==> src/rtl/o_ddr_serializer_pkg.sv <==
// Sizing helpers shared by the word-to-pin serializer and its output stage.
// Range limits here back the elaboration-time width check in the top level.
package o_ddr_serializer_pkg;

  localparam int WIDTH_MIN = 2;
  localparam int WIDTH_MAX = 32;

  // Bit order inside a pair: [0] drives the high phase, [1] the low phase.
  typedef logic [1:0] pair_t;

  function automatic int beats(input int width, input int ddr);
    return (ddr != 0) ? width / 2 : width;
  endfunction

  function automatic int cnt_w(input int n_beats);
    return (n_beats > 2) ? $clog2(n_beats) : 1;
  endfunction

  function automatic bit width_ok(input int width);
    return (width >= WIDTH_MIN) && (width <= WIDTH_MAX) && ((width % 2) == 0);
  endfunction

endpackage

==> src/rtl/o_ddr_out_stage.sv <==
// Generalised DDR output cell: a posedge pair register, a negedge register
// for the low-phase bit and a clock-steered mux onto the pin.
module o_ddr_out_stage
  import o_ddr_serializer_pkg::*;
#(
  parameter logic IDLE_VAL = 1'b0
) (
  input  logic  clk,
  input  logic  rst_n,
  input  logic  en,
  input  pair_t pair_next,
  output logic  q
);

  pair_t pair;
  logic  neg_bit;

  always_ff @(posedge clk or negedge rst_n) begin
    if (!rst_n) begin
      pair <= {IDLE_VAL, IDLE_VAL};
    end else if (en) begin
      pair <= pair_next;
    end
  end

  // Retiming the low-phase bit onto the falling edge keeps the mux glitch-free.
  always_ff @(negedge clk or negedge rst_n) begin
    if (!rst_n) begin
      neg_bit <= IDLE_VAL;
    end else if (en) begin
      neg_bit <= pair[1];
    end
  end

  assign q = clk ? pair[0] : neg_bit;

endmodule

==> src/rtl/o_ddr_serializer.sv <==
// Parallel word to single-pin serializer with a skid word, LSB-first shifting
// at one or two bits per clock, gapless back-to-back streaming and underrun flag.
module o_ddr_serializer
  import o_ddr_serializer_pkg::*;
#(
  parameter int   WIDTH    = 8,
  parameter int   DDR      = 1,
  parameter logic IDLE_VAL = 1'b0
) (
  input  logic             C,
  input  logic             R,
  input  logic             E,
  input  logic [WIDTH-1:0] D,
  input  logic             LOAD,
  output logic             READY,
  output logic             Q,
  output logic             BUSY,
  output logic             UNDERRUN
);

  localparam bit WIDTH_OK = width_ok(WIDTH);
  localparam int BPB      = (DDR != 0) ? 2 : 1;
  localparam int BEATS    = beats(WIDTH, DDR);
  localparam int CW       = cnt_w(BEATS);
  localparam logic [CW-1:0] LAST = CW'(BEATS - 1);

  if (!WIDTH_OK) begin : g_width_check
    $error("o_ddr_serializer: WIDTH must be even and within 2..32");
  end

  logic [WIDTH-1:0] hold;
  logic             hold_v;
  logic [WIDTH-1:0] sr;
  logic             sr_v;
  logic [CW-1:0]    cnt;
  logic             underrun_q;
  logic             last_beat;
  logic             xfer;
  logic             accept;
  pair_t            pair_next;

  assign last_beat = sr_v & (cnt == LAST);
  // The skid word moves into the shifter on the same edge as the old word's
  // final beat, which is what makes streaming gapless.
  assign xfer      = hold_v & (~sr_v | last_beat);
  assign READY     = R & E & (~hold_v | xfer);
  assign accept    = LOAD & READY;
  assign BUSY      = hold_v | sr_v;
  assign UNDERRUN  = underrun_q;

  always_ff @(posedge C or negedge R) begin
    if (!R) begin
      hold       <= '0;
      hold_v     <= 1'b0;
      sr         <= '0;
      sr_v       <= 1'b0;
      cnt        <= '0;
      underrun_q <= 1'b0;
    end else if (E) begin
      if (sr_v) begin
        sr  <= sr >> BPB;
        cnt <= last_beat ? '0 : cnt + 1'b1;
      end
      underrun_q <= last_beat & ~hold_v;
      if (last_beat & ~hold_v) begin
        sr_v <= 1'b0;
      end
      if (xfer) begin
        sr     <= hold;
        sr_v   <= 1'b1;
        cnt    <= '0;
        hold_v <= 1'b0;
      end
      // A new accept must win over the clear from the transfer above.
      if (accept) begin
        hold   <= D;
        hold_v <= 1'b1;
      end
    end
  end

  always_comb begin
    pair_next = {IDLE_VAL, IDLE_VAL};
    if (sr_v) begin
      pair_next = (DDR != 0) ? sr[1:0] : {sr[0], sr[0]};
    end
  end

  o_ddr_out_stage #(
    .IDLE_VAL (IDLE_VAL)
  ) u_out_stage (
    .clk       (C),
    .rst_n     (R),
    .en        (E),
    .pair_next (pair_next),
    .q         (Q)
  );

endmodule
==> config.mk <==
export PLATFORM = sky130hd
export DESIGN_NAME = o_ddr_serializer
export DESIGN_NICKNAME = d
export VERILOG_FILES = /design/src/rtl/o_ddr_serializer_pkg.sv /design/src/rtl/o_ddr_out_stage.sv /design/src/rtl/o_ddr_serializer.sv
export SDC_FILE = /design/constraint.sdc
export NUM_CORES = 1
export LEC_CHECK = 0
export BUFFER_PORTS_ARGS = -buffer_cell sky130_fd_sc_hd__buf_2
export CAP_MARGIN = 25
export CORE_ASPECT_RATIO = 1.2
export CORE_MARGIN = 2
export CORE_UTILIZATION = 49
export DETAILED_ROUTE_END_ITERATION = 6
export GPL_ROUTABILITY_DRIVEN = 0
export HOLD_SLACK_MARGIN = 0.15
export PLACE_DENSITY = 0.73
export SYNTH_ARGS = -nofsm -noshare
export SYNTH_HDL_FRONTEND = slang
export SYNTH_SLANG_ARGS = --single-unit
==> constraint.sdc <==
create_clock -name C -period 1.4 [get_ports C]
set_clock_uncertainty 0.1 [all_clocks]
set_input_delay 0.28 -clock C [delete_from_list [all_inputs] [get_ports C]]
set_output_delay 0.28 -clock C [all_outputs]
set_load 0.05 [all_outputs]
# Word-level counts from Yosys, hierarchy flattened
# Index checks and enable logic that the tools add are counted.
# op_classes
add_sub_neg	1
n_eq_ne	1
mux	11
n_bitwise	11
reduce_logical	7
# op_table
op	n
8-bit two-way mux	2
2-bit two-way mux	4
2-bit AND reduction	4
1-bit bitwise AND	6
2-bit nonzero test	3
1-bit two-way mux	5
1-bit bitwise OR	3
2-bit by 1-bit adder with 2-bit output, second input constant	1
2-bit == test, second input constant	1
1-bit inverter	2
# word_totals
ff_bits	24
in_bits	12
out_inout_bits	4
wordCells	39

# Longest topological paths before layout
# logic_depth
ltp_word	9
mapped_depth	5
depth_no_buf	4

# Hierarchy
# From an unflattened synthesis, not the netlist that was laid out.
# hier_totals
hier_cells	91
area_unflattened_um2	1064.8
# modules_own_cells
module	n_inst	cells_per_inst	area_per_inst_um2	seq_area_each_um2
o_ddr_serializer	1	84	944.7	525.5
o_ddr_out_stage	1	7	120.1	75.1

==> metrics.json <==
{
  "layout": {
    "flow.area_growth_from_synthesis_pct": 56.6,
    "drive_above_1_share_pct": 54.7,
    "nNetsFinal": 153,
    "diodes": 0,
    "final_common_cell": "dfrtp_1",
    "layout_common_cells": "22 x dfrtp_1, 12 x buf_4, 11 x buf_2",
    "fin_area_sq_um": 1680
  },
  "setup_path": {
    "critical-path-slowest-cell": "dfrtn_1",
    "timing.setup.critical_path_class": "reg -> out",
    "total_buffers_and_inverters_traversed_by_the_critical_path": 1,
    "endpoint_kind": "primary output",
    "critPathTopFamily": "flip-flops",
    "worstPathArrival_ps": 1920,
    "chain_of_cells_forming_the_critical_path": "mux2_4 > buf_6",
    "worstSetupStartpointType": "flop",
    "worst_path_largest_cell_delay_ps": 360,
    "required_time_at_the_worst_slack_endpoint_ps": 1020,
    "critical_path.max_fanout": 2
  },
  "floorplan": {
    "floorplan.die.width_microns": 46.7,
    "core_area_sq_um": 2070,
    "fp.dieArea_sq_um": 2570,
    "fp-row-count": 18,
    "floorplan.initialDensity_pct": 51.6,
    "io_pins": 16,
    "die_height_microns": 55.2
  },
  "detailed_routing": {
    "count_of_tritonroute_iterations_in_the_first_routing_pass": 4,
    "post_detailed_route_drc_marker_count": 0,
    "routed_wire_length_per_instance_microns": 16.2,
    "drt_iter0_markers": 17,
    "route.vias.total": 917,
    "detail_route.wirelength_mm": 2.75,
    "detail-route-antenna-nets": 0,
    "routed_via_density": 5.43
  },
  "placed_design": {
    "placed_area_sq_um": 1280,
    "dpl_worst_slack_ps": -478,
    "place_hpwl_mm": 1.52,
    "numPortBuffers": 15
  },
  "grt": {
    "gr-usage-met1_pct": 25.9,
    "busiest_layer": "met2",
    "grt_start_max_net_pins": 17,
    "grt_first_pass_wirelength_mm": 3.88,
    "global_route.usage.met2_pct": 35.4,
    "number_of_antenna_violations_at_the_first_check_in_global_routing": 0,
    "tot_gr_track_use_pct": 22.5,
    "met3_usage_pct": 8.12,
    "first_global_vias": 906,
    "grt.overflow.total": 0
  },
  "synthesis": {
    "ys_seq_area_share_pct": 56.1,
    "synth-warning-count": 0,
    "synth.ff_latch_count": 24,
    "synthesis.nets": 107,
    "count_of_different_cell_masters_after_synthesis": 24,
    "average_size_of_a_mapped_cell_sq_um": 11.4,
    "syn-cell-area_sq_um": 1070,
    "netlist_instances": 94
  },
  "flow_run": {
    "count_of_max_cap_constraint_violations": 0
  },
  "sta": {
    "final_critical_path_setup_slack_ps": -901,
    "setup_repair_after_global_routing_missed_its_margin": "yes",
    "timing.hold.ws_ps": 211,
    "worstMarginPinSlew_ps": 251,
    "setup_viol": 23,
    "report.final.slew_viol_count": 0,
    "timing.max_slew.rel_slack_pct": 83.2,
    "timing.final.hold_violations": 0
  },
  "min_path": {
    "min-delay-path-class": "in -> reg"
  },
  "clock_network": {
    "clk-insertion-delay-late_ps": 430,
    "worst_setup_hold_path_clk_slew_ps": 130,
    "cts_tree": "done"
  },
  "power_and_ir_drop": {
    "power_per_cell_area_nw_per_um2": 2180,
    "fin_total_pwr_mw": 3.65,
    "leakage_dissipation_nw": 0.749,
    "max-vdd-ir-drop_uv": 1340
  },
  "outcome": {
    "failed_checks": "negative setup slack",
    "run_status": "complete, but fails checks"
  }
}
[worst reg2reg max path: cells and delay by family (launching register included)]
family                   cells  cell delay [ps]
flip-flops                   1              380
buffers and inverters        2              310
multiplexers                 1              300
adder cells (fa/ha/maj)      1              230
AO/OA/AOI/OAI                1              210
AND/OR/NAND/NOR              1               60
[area by class of cell]
class	instances	area (sq um)
sequential	24	602
multi-input combinational	60	573
fill	120	397
timing repair buffer	42	374
clock buffer	8	70.1
tap	30	37.5
inverter	5	18.8
[power breakdown]
group,leakage [nW],switching (mW),internal [mW],total (mW)
Sequential,0.288,0.254,1.02,1.27
Combinational,0.412,0.803,0.856,1.66
Clock,0.0491,0.369,0.355,0.724
Total,0.749,1.43,2.23,3.65
[registers in the layout, indices dropped and copies added, names as in the netlist]
| name | cells |
|---|---|
| hold | 8 |
| cnt | 2 |
| u_out_stage.pair | 2 |
| UNDERRUN | 1 |
| sr | 8 |
| hold_v | 1 |
| u_out_stage.neg_bit | 1 |
| sr_v | 1 |
[stage by stage]
stage	TNS, ps	utilization [%]	instances
after floorplan	-1210	-	94
after global placement	-1850	61.9	145
after detailed placement	-2350	61.9	145
after CTS	-5560	75.2	168
after global routing	-6240	80.9	169
final	-5190	80.9	169
[path summary, 6_finish.rpt]
check / slack (ps) / endpoint / start / cells past startpoint
worst max-delay path: -900 / Q / u_out_stage.neg_bit / 2
worst min-delay path: 210 / cnt[0] / E / 4
worst max register to register: -290 / hold[1] / cnt[0] / 6
worst min register to register: 380 / u_out_stage.neg_bit / u_out_stage.neg_bit / 1
max in group asynchronous: 210 / u_out_stage.neg_bit / R / 3
min in group asynchronous: 250 / u_out_stage.pair[1] / R / 3
[synth_stat cells]
cell | number | area share [%]
a32o_1 | 3 | 2.8
nand3_1 | 3 | 1.4
buf_2 | 1 | 0.47
o21a_1 | 1 | 0.70
buf_6 | 1 | 1.1
o32ai_1 | 1 | 0.82
ha_1 | 1 | 1.2
dfrtn_1 | 1 | 2.3
o21ai_2 | 1 | 0.82
inv_1 | 5 | 1.8
buf_4 | 2 | 1.4
a21oi_4 | 1 | 1.5
nor2_1 | 7 | 2.5
nand2_1 | 5 | 1.8
or2_2 | 1 | 0.59
dfrtp_1 | 23 | 54
mux2_2 | 10 | 11
nor2b_4 | 1 | 1.3
o21ai_0 | 9 | 4.2
clkbuf_1 | 1 | 0.35
a31oi_1 | 6 | 3.5
a21oi_1 | 8 | 3.7
a22o_1 | 1 | 0.82
or2b_1 | 1 | 0.70
[what timing repair did]
action                                  4_1_cts  5_1_grt
buffers inserted                              5        3
gates cloned                                  2        0
endpoints found under the hold margin        31        0
endpoints found under the setup margin       22       24
gates resized for setup                      23       26
hold buffers                                  9        0
pin swaps                                     8       16
[kinds of logic after synthesis]
group / after synthesis / share of synthesized area, %
adders and majority gates: 1 / 1.17
AOI/OAI and AO/OA: 31 / 18.9
muxes: 10 / 10.5
buffers and inverters: 10 / 5.03
and+or+nand+nor: 18 / 8.19
DFF: 24 / 56.1
[routing by layer]
layer / part of all wire, % / wire [microns]
met5: 0 / 0
met4: 1.5 / 41
met3: 4.8 / 131
met2: 51 / 1410
met1: 42 / 1170
Note: power is estimated with default switching activity, not from simulation.
